`src/rtl/ram_loader_pkg.sv`:
```
// Shared types for the source-RAM stream loader.
// Modes, FSM states and the source read latency.
package ram_loader_pkg;

   typedef enum logic [1:0] {
      LD_PIX   = 2'd0,
      LD_WEI   = 2'd1,
      LD_DENSE = 2'd2
   } ld_mode_e;

   typedef enum logic [1:0] {
      IDLE,
      READ,
      DRAIN,
      DONE
   } ld_state_e;

   localparam int RAM_LAT = 1;

   // Reserved code 3 falls back to the pixel path.
   function automatic logic is_pack(
      input logic [1:0] m
   );
      return (m == LD_WEI) || (m == LD_DENSE);
   endfunction

endpackage

```
`src/rtl/ram_stream_loader_if.sv`:
```
// Control, source-RAM and destination-memory bundle
// between the layer sequencer side and the loader.
interface ram_stream_loader_if #(
   parameter int DATA_W  = 8,
   parameter int PACK    = 9,
   parameter int SRC_AW  = 13,
   parameter int PIX_AW  = 13,
   parameter int WEI_AW  = 11,
   parameter int DENSE_W = 5
);
   logic                   start;
   logic [1:0]             mode;
   logic [SRC_AW-1:0]      src_first;
   logic [SRC_AW-1:0]      src_last;
   logic [DENSE_W-1:0]     dense_len;
   logic [SRC_AW-1:0]      ram_addr;
   logic                   ram_re;
   logic [DATA_W-1:0]      ram_data;
   logic                   pix_we;
   logic [PIX_AW-1:0]      pix_addr;
   logic [DATA_W-1:0]      pix_data;
   logic                   wei_we;
   logic [WEI_AW-1:0]      wei_addr;
   logic [DATA_W*PACK-1:0] wei_data;
   logic                   busy;
   logic                   done;

   modport master (
      output start, mode, src_first, src_last,
      output dense_len, ram_data,
      input  ram_addr, ram_re,
      input  pix_we, pix_addr, pix_data,
      input  wei_we, wei_addr, wei_data,
      input  busy, done
   );

   modport slave (
      input  start, mode, src_first, src_last,
      input  dense_len, ram_data,
      output ram_addr, ram_re,
      output pix_we, pix_addr, pix_data,
      output wei_we, wei_addr, wei_data,
      output busy, done
   );
endinterface

```
`src/rtl/ram_stream_loader_weight_packer.sv`:
```
// Packs source words MSB-first into one weight word,
// with optional row flush and end-of-transfer flush.
module weight_packer
   import ram_loader_pkg::*;
#(
   parameter int PACK    = 9,
   parameter int DATA_W  = 8,
   parameter int DENSE_W = 5
) (
   input  logic                   clk,
   input  logic                   rst_n,
   input  logic                   clear_i,
   input  logic                   push_i,
   input  logic [DATA_W-1:0]      data_i,
   input  logic                   flush_i,
   input  logic [DENSE_W-1:0]     dense_len_i,
   output logic                   wr_o,
   output logic [DATA_W*PACK-1:0] word_o
);
   localparam int SW = $clog2(PACK);
   localparam int W  = DATA_W * PACK;

   logic [SW-1:0]      slot_q;
   logic [W-1:0]       buf_q;
   logic [W-1:0]       word_q;
   logic [W-1:0]       merged;
   logic [DENSE_W-1:0] row_q;
   logic               wr_q;
   logic               wr_d;
   logic               hit_full;
   logic               hit_row;

   always_comb begin
      merged = buf_q;
      for (int i = 0; i < PACK; i++) begin
         if (slot_q == SW'(i))
            merged[DATA_W*(PACK-i)-1 -: DATA_W] = data_i;
      end
   end

   assign hit_full = (slot_q == SW'(PACK - 1));
   assign hit_row  = (dense_len_i != '0) &&
                     (row_q == dense_len_i - 1'b1);

   // Full word, row end and final flush collapse
   // into a single write.
   assign wr_d = (push_i && (hit_full || hit_row)) ||
                 (flush_i && (push_i || slot_q != '0));

   always_ff @(posedge clk or negedge rst_n) begin
      if (!rst_n) begin
         slot_q <= '0;
         buf_q  <= '0;
         word_q <= '0;
         row_q  <= '0;
         wr_q   <= 1'b0;
      end else if (clear_i) begin
         slot_q <= '0;
         buf_q  <= '0;
         row_q  <= '0;
         wr_q   <= 1'b0;
      end else begin
         wr_q <= wr_d;
         if (wr_d) begin
            word_q <= push_i ? merged : buf_q;
            buf_q  <= '0;
            slot_q <= '0;
         end else if (push_i) begin
            buf_q  <= merged;
            slot_q <= slot_q + 1'b1;
         end
         if (push_i)
            row_q <= hit_row ? '0 : row_q + 1'b1;
      end
   end

   assign wr_o   = wr_q;
   assign word_o = word_q;

endmodule

```
`src/rtl/ram_stream_loader.sv`:
```
// Copies one source-RAM segment into pixel memory,
// or packs it into weight memory (WEI / DENSE).
module ram_stream_loader
   import ram_loader_pkg::*;
#(
   parameter int DATA_W  = 8,
   parameter int PACK    = 9,
   parameter int SRC_AW  = 13,
   parameter int PIX_AW  = 13,
   parameter int WEI_AW  = 11,
   parameter int DENSE_W = 5
) (
   input logic               clk,
   input logic               rst_n,
   ram_stream_loader_if.slave bus
);
   ld_state_e              state_q;
   ld_state_e              state_d;
   logic [1:0]             mode_q;
   logic [SRC_AW-1:0]      addr_q;
   logic [SRC_AW-1:0]      last_q;
   logic [DENSE_W-1:0]     dlen_q;
   logic                   re_q;
   logic                   busy_q;
   logic                   done_q;
   logic [RAM_LAT-1:0]     rpipe_q;
   logic                   pix_we_q;
   logic [PIX_AW-1:0]      pix_cnt_q;
   logic [PIX_AW-1:0]      pix_addr_q;
   logic [DATA_W-1:0]      pix_data_q;
   logic [WEI_AW-1:0]      wei_cnt_q;
   logic                   pk_wr;
   logic [DATA_W*PACK-1:0] pk_word;
   logic                   go;
   logic                   empty;
   logic                   cap_v;
   logic                   pix_m;

   assign go    = (state_q == IDLE) && bus.start;
   assign empty = bus.src_last < bus.src_first;
   assign cap_v = rpipe_q[RAM_LAT-1];
   assign pix_m = !is_pack(mode_q);

   always_comb begin
      state_d = state_q;
      unique case (state_q)
         IDLE:  if (bus.start) state_d = empty ? DONE : READ;
         READ:  if (addr_q == last_q) state_d = DRAIN;
         DRAIN: state_d = DONE;
         DONE:  state_d = IDLE;
      endcase
   end

   always_ff @(posedge clk or negedge rst_n) begin
      if (!rst_n) begin
         state_q    <= IDLE;
         mode_q     <= '0;
         addr_q     <= '0;
         last_q     <= '0;
         dlen_q     <= '0;
         re_q       <= 1'b0;
         busy_q     <= 1'b0;
         done_q     <= 1'b0;
         rpipe_q    <= '0;
         pix_we_q   <= 1'b0;
         pix_cnt_q  <= '0;
         pix_addr_q <= '0;
         pix_data_q <= '0;
         wei_cnt_q  <= '0;
      end else begin
         state_q <= state_d;
         done_q  <= (state_q == DONE);
         rpipe_q <= (rpipe_q << 1) | RAM_LAT'(re_q);
         if (go) begin
            mode_q    <= bus.mode;
            last_q    <= bus.src_last;
            dlen_q    <= bus.dense_len;
            addr_q    <= bus.src_first;
            re_q      <= !empty;
            busy_q    <= 1'b1;
            pix_cnt_q <= '0;
         end else if (state_q == READ) begin
            if (addr_q == last_q) re_q <= 1'b0;
            else addr_q <= addr_q + 1'b1;
         end
         if (state_q == DONE) busy_q <= 1'b0;
         // Captured word is registered once more on its
         // way to the pixel memory.
         pix_we_q <= cap_v && pix_m;
         if (cap_v && pix_m) begin
            pix_data_q <= bus.ram_data;
            pix_addr_q <= pix_cnt_q;
            pix_cnt_q  <= pix_cnt_q + 1'b1;
         end
         if (go) wei_cnt_q <= '0;
         else if (pk_wr) wei_cnt_q <= wei_cnt_q + 1'b1;
      end
   end

   weight_packer #(
      .PACK    (PACK),
      .DATA_W  (DATA_W),
      .DENSE_W (DENSE_W)
   ) u_pack (
      .clk         (clk),
      .rst_n       (rst_n),
      .clear_i     (go),
      .push_i      (cap_v && !pix_m),
      .data_i      (bus.ram_data),
      .flush_i     ((state_q == DRAIN) && !pix_m),
      .dense_len_i ((mode_q == LD_DENSE) ? dlen_q : '0),
      .wr_o        (pk_wr),
      .word_o      (pk_word)
   );

   assign bus.ram_addr = addr_q;
   assign bus.ram_re   = re_q;
   assign bus.pix_we   = pix_we_q;
   assign bus.pix_addr = pix_addr_q;
   assign bus.pix_data = pix_data_q;
   assign bus.wei_we   = pk_wr;
   assign bus.wei_addr = wei_cnt_q;
   assign bus.wei_data = pk_word;
   assign bus.busy     = busy_q;
   assign bus.done     = done_q;

endmodule

```
`src/flat_wrapper.sv`:
```
// flat-port wrapper written by rule: the top's interface ports become plain ports
module ram_stream_loader_flat import ram_loader_pkg::*;
#(
   parameter int DATA_W  = 8,
   parameter int PACK    = 9,
   parameter int SRC_AW  = 13,
   parameter int PIX_AW  = 13,
   parameter int WEI_AW  = 11,
   parameter int DENSE_W = 5
)
  (clk, rst_n, bus_start, bus_mode, bus_src_first, bus_src_last, bus_dense_len, bus_ram_data, bus_ram_addr, bus_ram_re, bus_pix_we, bus_pix_addr, bus_pix_data, bus_wei_we, bus_wei_addr, bus_wei_data, bus_busy, bus_done);
  ram_stream_loader_if #(.DATA_W(DATA_W), .PACK(PACK), .SRC_AW(SRC_AW), .PIX_AW(PIX_AW), .WEI_AW(WEI_AW), .DENSE_W(DENSE_W)) bus_i ();
  input logic clk;
  input logic rst_n;
  input wire logic [$bits(bus_i.start)-1:0] bus_start;
  input wire logic [$bits(bus_i.mode)-1:0] bus_mode;
  input wire logic [$bits(bus_i.src_first)-1:0] bus_src_first;
  input wire logic [$bits(bus_i.src_last)-1:0] bus_src_last;
  input wire logic [$bits(bus_i.dense_len)-1:0] bus_dense_len;
  input wire logic [$bits(bus_i.ram_data)-1:0] bus_ram_data;
  output wire logic [$bits(bus_i.ram_addr)-1:0] bus_ram_addr;
  output wire logic [$bits(bus_i.ram_re)-1:0] bus_ram_re;
  output wire logic [$bits(bus_i.pix_we)-1:0] bus_pix_we;
  output wire logic [$bits(bus_i.pix_addr)-1:0] bus_pix_addr;
  output wire logic [$bits(bus_i.pix_data)-1:0] bus_pix_data;
  output wire logic [$bits(bus_i.wei_we)-1:0] bus_wei_we;
  output wire logic [$bits(bus_i.wei_addr)-1:0] bus_wei_addr;
  output wire logic [$bits(bus_i.wei_data)-1:0] bus_wei_data;
  output wire logic [$bits(bus_i.busy)-1:0] bus_busy;
  output wire logic [$bits(bus_i.done)-1:0] bus_done;
  assign bus_i.start = bus_start;
  assign bus_i.mode = bus_mode;
  assign bus_i.src_first = bus_src_first;
  assign bus_i.src_last = bus_src_last;
  assign bus_i.dense_len = bus_dense_len;
  assign bus_i.ram_data = bus_ram_data;
  assign bus_ram_addr = bus_i.ram_addr;
  assign bus_ram_re = bus_i.ram_re;
  assign bus_pix_we = bus_i.pix_we;
  assign bus_pix_addr = bus_i.pix_addr;
  assign bus_pix_data = bus_i.pix_data;
  assign bus_wei_we = bus_i.wei_we;
  assign bus_wei_addr = bus_i.wei_addr;
  assign bus_wei_data = bus_i.wei_data;
  assign bus_busy = bus_i.busy;
  assign bus_done = bus_i.done;
  ram_stream_loader #(.DATA_W(DATA_W), .PACK(PACK), .SRC_AW(SRC_AW), .PIX_AW(PIX_AW), .WEI_AW(WEI_AW), .DENSE_W(DENSE_W)) u_core (.clk(clk), .rst_n(rst_n), .bus(bus_i));
endmodule
```
`config.mk`:
```
export PLATFORM = sky130hd
export DESIGN_NAME = ram_stream_loader_flat
export DESIGN_NICKNAME = d
export VERILOG_FILES = /design/src/rtl/ram_loader_pkg.sv /design/src/rtl/ram_stream_loader_if.sv /design/src/rtl/ram_stream_loader_weight_packer.sv /design/src/rtl/ram_stream_loader.sv /design/src/flat_wrapper.sv
export SDC_FILE = /design/constraint.sdc
export NUM_CORES = 1
export LEC_CHECK = 0
export ABC_CLOCK_PERIOD_IN_PS = 3350
export CAP_MARGIN = 10
export CORE_MARGIN = 3
export CORE_UTILIZATION = 35
export DETAILED_ROUTE_END_ITERATION = 8
export GPL_ROUTABILITY_DRIVEN = 0
export GPL_TIMING_DRIVEN = 0
export PLACE_DENSITY = 0.63
export SLEW_MARGIN = 30
export SYNTH_ARGS = -nofsm -noshare
export SYNTH_HDL_FRONTEND = slang
export SYNTH_SLANG_ARGS = --single-unit
```
`constraint.sdc`:
```
create_clock -name clk -period 3.35 [get_ports clk]
set_clock_uncertainty 0.1 [all_clocks]
set_input_delay 0.335 -clock clk [delete_from_list [all_inputs] [get_ports clk]]
set_output_delay 0.335 -clock clk [all_outputs]
set_load 0.02 [all_outputs]
```
==> impl_metrics.tcl, run 1 <==
set metrics [dict create \
    cellPowerDensity_nw_per_um2 444 \
    p_total_uw 6100 \
    synth.most_common_cell "dfrtp_1" \
    syn_nets 1089 \
    dieArea_um2 32700 \
    p_leak_uw 0.00733 \
    crit_path_max_fanout 10 \
    grt_start_max_net_pins 88 \
    first_global_vias 7861 \
    ioPinCount 166 \
    rows 63 \
    dp_hpwl_mm 18.2 \
    yosysWarnings 0 \
    grt_overflow_total 0 \
    clk_path_buf_depth 3 \
    avgSynthCellArea_um2 10.5 \
    grt_usage_pct 15.8 \
    crit_required_ns 3.70 \
    yosys.area.top_type "dfrtp_1" \
    core_area_um2 29900 \
    port-buffer-count 157 \
    arrival_ns 3.45 \
    grt_pass1_wl_mm 42.5 \
    fin_cells 1615 \
    final-seq-area_um2 5980 \
    min_from "bus_mode[1]" \
    synthTopCellsByCount "dfrtp_1 (239), nand2_1 (178), mux2i_1 (149)" \
    area_delta_synth_final_pct 28.2 \
    ir_drop_mv 0.311 \
    regToRegSetupSlack_ns 0.24 \
    dpl.cell_count 1567 \
    rsz0062_at_grt "false" \
    syn_inst 1018 \
    min_period_ns 3.11 \
    min_to "u_core.mode_q[1]" \
    num-fill-cells 2808 \
    critPathKind "flip-flop to flip-flop" \
    hold_viol 0 \
    synth_ff_type "dfrtp_1" \
    ys_types 46 \
    synth_top_area_share_pct 55.9 \
    die_h_um 181 \
    cts_setup_buffers 0 \
    reg2reg_depth 11 \
    die_w_um 181 \
    maxSlewHeadroom_pct 39.2 \
    synth_edf_count 0 \
    cts.sink_count 239 \
    avgRoutedWirePerCell_um 16.2 \
    pre_cts_ws_ns 0.237 \
    synth_seq_cells 239 \
    cts_root_buffer "clkbuf_16" \
    initial_core_util_pct 35.8 \
    antenna_cells 0 \
    drtIter0Drc 435 \
    status "finished clean" \
    cts.reportedPaths.clkPinSlew_ns 0.06 \
    vias_per_cell 4.75 \
    drive_gt1_share_pct 5.80 \
    worst_slew_pin_slew_ns 0.912 \
    hp-class "input port to flip-flop" \
    drv_cap 0 \
    setup_tns_ns 0 \
    r2r-start "u_core.mode_q[1]" \
    clkLatencyLatePin_ns 0.54 \
    finalMaxSlewViolations 0 \
    period_share_pct 92.7 \
    postRouteAntennaNets 0 \
    drcViolationCount 0 \
    multi_input_area_um2 4120 \
    drt_wl_total_mm 26.1 \
    yosysSeqAreaShare_pct 55.9 \
    max_clock_freq_ghz 0.322 \
    vias 7674 \
    setup_viol 0 \
    holdPathStages 3 \
    drtPass1Iterations 6 \
    cts_htree_levels 1 \
    critPathLaunchType "flip-flop" \
    cts_made_buffers 27 \
    regToRegEndpoint "u_core.u_pack.word_o[44]" \
    async_flop_share_pct 100 \
    fin_ws_ns 0.245 \
    nNetsFinal 1278 \
    tritoncts "built" \
    synth_area_um2 10700 \
    synthTopCellsByArea "dfrtp_1 (56%), mux2i_1 (14%), nand2_1 (6.2%), nor2_1 (3.5%), inv_1 (3.4%)" \
    antenna_found_initial 0 \
    worstSetupEndpointType "flip-flop" \
    fin_util_pct 45.9 \
]
-- metrics by stage --
step	hold WS, ns	area (µm²)
4_1_cts	0.218	13700
6_report	0.240	13700
2_1_floorplan	-0.0606	10700
5_1_grt	0.260	13700
3_3_place_gp	0.309	12800
3_5_place_dp	0.247	12800
-- report_power, final --
| group | internal, µW | total, µW | switching (µW) |
|---|---|---|---|
| clock network | 1760 | 2930 | 1170 |
| logic | 84.5 | 229 | 144 |
| registers | 2930 | 2940 | 9.86 |
-- cell families (layout without fill, tap and decap cells) --
| family | Yosys count | in the layout | synth area share [%] |
|---|---|---|---|
| xor gates and xnor gates | 40 | 40 | 3.34 |
| AOI/OAI and AO/OA | 81 | 81 | 4.57 |
| adders and majority gates | 27 | 27 | 3.15 |
| muxes | 151 | 151 | 14.1 |
| DFF | 239 | 239 | 55.9 |
| buffers and inverters | 142 | 349 | 5.74 |
| and+or+nand+nor | 338 | 338 | 13.2 |
-- worst max-delay path by stage --
stage                     start  cells after the start  slack [ns]                       end
3_3_place_gp              rst_n                      1       -8.54          u_core.last_q[4]
2_1_floorplan  u_core.mode_q[1]                     11        0.64   u_core.u_pack.buf_q[64]
4_1_cts        u_core.mode_q[1]                     11        0.22  u_core.u_pack.word_o[44]
5_1_grt        u_core.mode_q[0]                     12     0.00007  u_core.u_pack.word_o[65]
3_5_place_dp   u_core.mode_q[1]                     11        0.24  u_core.u_pack.word_o[44]
6_report       u_core.mode_q[1]                     11        0.24  u_core.u_pack.word_o[44]
-- state kept, by name, summed over array words and instances (netlist names), 2 cells and up --
| signal | count |
|---|---|
| u_core.u_pack.buf_q | 72 |
| u_core.u_pack.word_o | 72 |
| u_core.bus.pix_addr | 13 |
| u_core.bus.ram_addr | 13 |
| u_core.last_q | 13 |
| u_core.pix_cnt_q | 13 |
| u_core.bus.wei_addr | 11 |
| u_core.bus.pix_data | 8 |
| u_core.dlen_q | 5 |
| u_core.u_pack.row_q | 5 |
| u_core.u_pack.slot_q | 4 |
| u_core.mode_q | 2 |
| u_core.state_q | 2 |
-- repair_timing --
action / CTS / global route
hold buffers: 1 / 0
endpoints found under the hold margin: 74 / 0
gates resized for setup: 0 / 2
setup endpoints to repair: 0 / 10
-- layout by cell type, fill, tap and decap left out, types with 3 or more instances in the layout --
cell and count:
nand2_1 178, nor2_1 99, nand2b_1 3, clkbuf_1 22, or3_1 6, a21oi_1 13
xnor2_1 22, and3_1 10, a211oi_1 7, clkbuf_8 6, o211ai_1 4, nand3_1 10
o21ai_0 38, buf_6 7, buf_1 10, ha_1 27, nand4_1 11, xor2_1 17
mux2i_1 149, inv_1 97, nor3_1 7, clkinv_2 5, clkdlybuf4s50_1 156, dfrtp_1 239
buf_4 7, clkbuf_16 27, o31ai_1 3, a31oi_1 4
-- worst max-delay path, stage by stage (launching register included) --
cell	delay, ns
dfrtp_1	0.38
ha_1	0.27
nand2_1	0.14
ha_1	0.23
or3b_1	0.38
and4_1	0.22
o2111ai_2	0.23
nor3_2	0.11
o21ai_1	0.13
buf_2	0.31
buf_4	0.28
mux2i_1	0.24
-- metal layers --
metal  global-route usage (%)  part of all wire, %  up-vias
met5                        0                    0        -
met4                     3.75                  1.9        0
met3                     2.88                  5.3       35
li1                         -                    -     3708
met2                     26.7                   47      160
met1                     21.1                   46     3771
-- cell type report --
class	count	share of cell area, %
Inverter	97	2.65
Tap cell	390	3.55
Timing Repair Buffer	160	12.0
Buffer	45	1.83
Multi-Input combinational cell	637	30.0
Clock buffer	37	5.63
Clock inverter	10	0.802
Sequential cell	239	43.6
Power figures use the tool's default switching activity.
==> run 2, diff against run 1 <==
--- a/config.mk
+++ b/config.mk
@@ -13,6 +13,7 @@
 export GPL_ROUTABILITY_DRIVEN = 0
 export GPL_TIMING_DRIVEN = 0
 export PLACE_DENSITY = 0.63
+export RECOVER_POWER = 50
 export SLEW_MARGIN = 30
 export SYNTH_ARGS = -nofsm -noshare
 export SYNTH_HDL_FRONTEND = slang
==> run 2 against run 1 <==
  * The flow now finishes with violations (capacitance limit, slew limit)
  * Maximum frequency increased by 0.44%
  * Global-route usage unchanged
  * Critical endpoint unchanged
  * Combinational power about the same
  * Critical path type unchanged
  * First-iteration DRC count decreased by 3.7%
  * Register-to-register slack about the same
==> impl_metrics.tcl, run 2 (synthesis results as in run 1) <==
set metrics [dict create \
    hold_viol 0 \
    setup_viol 0 \
    grt_start_max_net_pins 88 \
    dieArea_um2 32700 \
    drive_gt1_share_pct 5.80 \
    drv_cap 1 \
    initial_core_util_pct 35.8 \
    period_share_pct 92.3 \
    final_cell_mix "dfrtp_1 (239), nand2_1 (178), mux2i_1 (149), clkdlybuf4s50_1 (101), nor2_1 (99)" \
    first_global_vias 7861 \
    die_w_um 181 \
    dpl.cell_count 1567 \
    grt_pass1_wl_mm 42.5 \
    num-fill-cells 2809 \
    clk_path_buf_depth 3 \
    regToRegSetupSlack_ns 0.26 \
    maxSlewHeadroom_pct -28.7 \
    r2r-start "u_core.mode_q[1]" \
    grt_usage_pct 15.8 \
    antenna_cells 0 \
    drcViolationCount 0 \
    vias_per_cell 4.76 \
    hp-class "input port to flip-flop" \
    holdPathStages 3 \
    crit_path_max_fanout 10 \
    nNetsFinal 1278 \
    critPathLaunchType "flip-flop" \
    failed_checks "capacitance limit, slew limit" \
    rows 63 \
    worst_slew_pin_slew_ns 1.93 \
    min_to "u_core.mode_q[1]" \
    final-seq-area_um2 5980 \
    crit_slowest_cell "dfrtp_1" \
    cts_setup_buffers 0 \
    drt_wl_total_mm 26.1 \
    tritoncts "built" \
    area_delta_synth_final_pct 28.1 \
    cts_htree_levels 1 \
    timing.hold.ws_ns 0.243 \
    multi_input_area_um2 4120 \
    ir_drop_mv 0.312 \
    rsz0062_at_grt "false" \
    cellPowerDensity_nw_per_um2 444 \
    critPathKind "flip-flop to flip-flop" \
    worstSetupEndpointType "flip-flop" \
    max_clock_freq_ghz 0.323 \
    drtIter0Drc 419 \
    grt_overflow_total 0 \
    regToRegEndpoint "u_core.u_pack.word_o[44]" \
    crit_required_ns 3.70 \
    port-buffer-count 157 \
    ioPinCount 166 \
    vias 7689 \
    cp_common_cell "ha_1" \
    fin_cells 1615 \
    critPathBufInv 2 \
    finalMaxSlewViolations 75 \
    core_area_um2 29900 \
    avgRoutedWirePerCell_um 16.2 \
    cts.reportedPaths.clkPinSlew_ns 0.06 \
    dp_hpwl_mm 18.2 \
    setup_tns_ns 0 \
    postRouteAntennaNets 0 \
    p_leak_uw 0.00726 \
    p_total_uw 6100 \
    min_from "bus_mode[1]" \
    antenna_found_initial 0 \
    drtPass1Iterations 5 \
    cts_root_buffer "clkbuf_16" \
    cp_slowest_stage_delay_ns 0.38 \
    die_h_um 181 \
    layout_commonest_cell "dfrtp_1" \
    cts_made_buffers 27 \
    critical_path.cell_chain "ha_1, nand2_1, ha_1, or3b_1, and4_1, o2111ai_2, nor3_2, o21ai_1, buf_2, buf_4, mux2i_1" \
    min_period_ns 3.09 \
    arrival_ns 3.44 \
    cpLargestDelayFamily "simple AND/OR/NAND/NOR gates" \
    reg2reg_depth 11 \
    fin_ws_ns 0.258 \
    cts.sink_count 239 \
    clkLatencyLatePin_ns 0.53 \
    status "complete, but fails checks" \
    pre_cts_ws_ns 0.237 \
]
==> run 2: cell count changes in the layout (fill, tap and decap cells not counted), sizes merged <==
| cell | previous run | this run |
|---|---|---|
| buf | 29 | 28 |
| dlygate4sd3 | 1 | 56 |
| clkbuf | 56 | 57 |
| clkdlybuf4s50 | 156 | 101 |
==> run 2: repair_timing <==
action                     in CTS  in global routing
setup endpoints to repair       0                 10
hold buffers                    1                  0
hold endpoints to repair       74                  0
gates resized for setup         0                  2
==> run 2: area by class of cell <==
| type | instances | share of cell area, % |
|---|---|---|
| Sequential cell | 239 | 43.6 |
| Tap cell | 390 | 3.56 |
| Multi-Input combinational cell | 637 | 30.0 |
| Inverter | 97 | 2.65 |
| Clock buffer | 37 | 5.64 |
| Clock inverter | 10 | 0.803 |
| Timing Repair Buffer | 160 | 11.9 |
| Buffer | 45 | 1.83 |
==> run 2: worst max path at each step <==
stage | startpoint | to | slack, ns | cells past startpoint
2_1_floorplan | u_core.mode_q[1] | u_core.u_pack.buf_q[64] | 0.64 | 11
3_3_place_gp | rst_n | u_core.last_q[4] | -8.54 | 1
3_5_place_dp | u_core.mode_q[1] | u_core.u_pack.word_o[44] | 0.24 | 11
4_1_cts | u_core.mode_q[1] | u_core.u_pack.word_o[44] | 0.22 | 11
5_1_grt | u_core.mode_q[0] | u_core.u_pack.word_o[65] | 0.00007 | 12
6_report | u_core.mode_q[1] | u_core.u_pack.word_o[44] | 0.26 | 11
==> run 2: power by group <==
group          switching (µW)  internal (µW)
Combinational             144           83.5
Clock                    1170           1760
Sequential               9.94           2930
==> run 2: routing by layer <==
layer | vias to the layer above | GRT usage [%] | routed length, µm
met4 | 0 | 3.75 | 491
li1 | 3710 | - | -
met5 | - | 0 | 0
met2 | 140 | 26.7 | 12400
met1 | 3804 | 21.1 | 12100
met3 | 35 | 2.88 | 1200
==> run 2: worst reg2reg max path: stages, from the launching register on <==
cell,delay (ns)
dfrtp_1,0.38
ha_1,0.27
nand2_1,0.14
ha_1,0.23
or3b_1,0.38
and4_1,0.22
o2111ai_2,0.23
nor3_2,0.11
o21ai_1,0.14
buf_2,0.31
buf_4,0.29
mux2i_1,0.23
==> run 2: metrics by stage <==
stage,utilization (%),area (µm²)
4_1_cts,45.9,13700
3_5_place_dp,43.0,12800
5_1_grt,45.9,13700
6_report,45.9,13700
3_3_place_gp,42.7,12800
2_1_floorplan,-,10700
==> run 3, diff against run 2 <==
--- a/config.mk
+++ b/config.mk
@@ -9,10 +9,11 @@
 export CAP_MARGIN = 10
 export CORE_MARGIN = 3
 export CORE_UTILIZATION = 35
+export CTS_BUF_LIST = sky130_fd_sc_hd__clkbuf_2 sky130_fd_sc_hd__clkbuf_4 sky130_fd_sc_hd__clkbuf_8
 export DETAILED_ROUTE_END_ITERATION = 8
 export GPL_ROUTABILITY_DRIVEN = 0
 export GPL_TIMING_DRIVEN = 0
-export PLACE_DENSITY = 0.63
+export PLACE_DENSITY_LB_ADDON = 0.1
 export RECOVER_POWER = 50
 export SLEW_MARGIN = 30
 export SYNTH_ARGS = -nofsm -noshare
==> run 3 against run 2 <==
  * The flow still finishes with violations (capacitance limit, slew limit)
  * Combinational power rose by 2%
  * Sequential share of layout area rose by 0.13 points
  * Largest power group unchanged
  * First-iteration DRC count fell by 20%
  * Die area did not move
  * Critical path depth rose by 1
  * Routed wire length rose by 0.89%
  * Global-route usage rose by 0.62 points
  * Final cell count rose by 1.4%
  * Sequential power barely moved
  * Register-to-register slack barely moved
  * Clock-buffer cell count rose by 23
  * Total power fell by 4.9%
==> impl_metrics.tcl, run 3 (synthesis results as in run 1) <==
set metrics [dict create \
    ioPinCount 166 \
    p_sw_share_pct 22.9 \
    drcViolationCount 0 \
    grtUsageMet1_pct 23.1 \
    drt_wl_total_mm 26.4 \
    arrival_ns 3.45 \
    drv_cap 1 \
    vias_per_cell 4.69 \
    initial_core_util_pct 35.8 \
    min_period_ns 3.10 \
    maxSlewHeadroom_pct -48.3 \
    grt.busiest_layer "met2" \
    port-buffer-count 157 \
    pre_cts_ws_ns 0.177 \
    core_area_um2 29900 \
    finalInstanceArea_um2 13700 \
    clkPwrFrac_pct 45.3 \
    p_leak_uw 0.00725 \
    die_h_um 181 \
    use_met3_pct 3.20 \
    cts_setup_buffers 0 \
    layout_commonest_cell "dfrtp_1" \
    grt_start_max_net_pins 80 \
    dp_hpwl_mm 18.0 \
    dpl_cell_area_um2 12900 \
    avgRoutedWirePerCell_um 16.1 \
    fin_ws_ns 0.246 \
    num-fill-cells 2887 \
    drtPass1Iterations 4 \
    regToRegSetupSlack_ns 0.25 \
    cts_htree_levels 2 \
    worst_slew_pin_slew_ns 2.22 \
    hp-class "input port to flip-flop" \
    pwr-share-comb_pct 4.0 \
    rows 63 \
    postRouteAntennaNets 0 \
    vias 7674 \
    antenna_cells 0 \
    grt_overflow_total 0 \
    grt_pass1_wl_mm 43.4 \
    use_met2_pct 26.0 \
    timing.hold.ws_ns 0.232 \
    critPathLaunchType "flip-flop" \
    seq_power_share_pct 50.7 \
    cts_root_buffer "clkbuf_8" \
    failed_checks "capacitance limit, slew limit" \
    first_global_vias 8010 \
    setup_tns_ns 0 \
    cts.reportedPaths.clkPinSlew_ns 0.06 \
    dieArea_um2 32700 \
    grt_usage_pct 16.4 \
    finalMaxSlewViolations 43 \
    internal-power_uw 4470 \
    nNetsFinal 1295 \
    crit_path_max_fanout 10 \
    antenna_found_initial 0 \
    worstSetupEndpointType "flip-flop" \
    cts_made_buffers 42 \
    period_share_pct 92.7 \
    die_w_um 181 \
    critPathKind "flip-flop to flip-flop" \
    crit_required_ns 3.70 \
    clkLatencyLatePin_ns 0.53 \
    final_cell_mix "dfrtp_1 (239), nand2_1 (178), mux2i_1 (149), clkdlybuf4s50_1 (100), nor2_1 (99)" \
    final-seq-area_um2 5980 \
    max_clock_freq_ghz 0.322 \
    cts.sink_count 239 \
    area_delta_synth_final_pct 27.7 \
    drive_gt1_share_pct 7.70 \
    multi_input_area_um2 4120 \
    status "complete, but fails checks" \
    rsz0062_at_grt "false" \
    drtIter0Drc 335 \
    ir_drop_mv 0.197 \
    hold_viol 0 \
    p_sw_uw 1330 \
    p_total_uw 5800 \
    setup_viol 0 \
    tritoncts "built" \
    cellPowerDensity_nw_per_um2 424 \
    clk_path_buf_depth 3 \
]
-- run 3: cell count changes in the layout (fill, tap and decap cells not counted), sizes merged --
cell           change
buf                +1
clkdlybuf4s25      +1
clkbuf            +23
bufinv             -2
clkdlybuf4s50      -1
clkinv             -1
inv                -1
clkinvlp           +1
dlygate4sd3        +1
-- run 3: final cells by class --
cell class | count | area share (%)
timing repair buffer | 162 | 12.2
clock buffer | 60 | 5.58
sequential | 239 | 43.7
clock inverter | 7 | 0.320
multi-input combinational | 637 | 30.1
tap | 390 | 3.57
buffer | 45 | 1.86
inverter | 97 | 2.66
-- run 3: power groups by stage --
stage                     sequential (µW)  clock [µW]  combinational (µW)
after global routing                 2940        2860                 268
after detailed placement             2990           0                 242
after global placement               2990           0                 226
after floorplan                      2990           0                81.2
final                                2940        2630                 233
after CTS                            2940        2720                 244
-- run 3: critical path, cell delays in order (launching register included) --
cell,delay (ns)
dfrtp_1,0.33
inv_1,0.05
ha_1,0.28
nand2_1,0.14
ha_1,0.24
or3b_1,0.38
and4_1,0.22
o2111ai_2,0.24
nor3_2,0.10
o21ai_1,0.14
clkbuf_4,0.27
buf_4,0.28
mux2i_1,0.23
-- run 3: repair_timing --
action,in CTS,in global routing
resized for setup,0,3
hold endpoints to repair,99,0
endpoints found under the setup margin,0,59
hold buffers,1,0
-- run 3: final timing paths --
kind,start,end,cells past startpoint
worst max-delay path,u_core.mode_q[0],u_core.u_pack.word_o[24],12
worst min-delay path,bus_mode[1],u_core.mode_q[1],3
worst max register to register,u_core.mode_q[0],u_core.u_pack.word_o[24],12
worst min register to register,u_core.bus.ram_re,u_core.cap_v,0
max in group asynchronous,rst_n,u_core.u_pack.buf_q[6],4
min in group asynchronous,rst_n,u_core.u_pack.word_o[60],2
-- run 3: through the flow --
| stage | cells | util, % |
|---|---|---|
| 2_1_floorplan | 1018 | - |
| 3_3_place_gp | 1565 | 42.7 |
| 5_1_grt | 1637 | 45.8 |
| 4_1_cts | 1637 | 45.8 |
| 6_report | 1637 | 45.8 |
| 3_5_place_dp | 1569 | 43.1 |
-- run 3: metal layers --
metal | wire length [µm] | up-vias
li1 | - | 3742
met1 | 12700 | 3741
met2 | 12000 | 139
met3 | 1080 | 52
met4 | 597 | 0
met5 | 0 | -
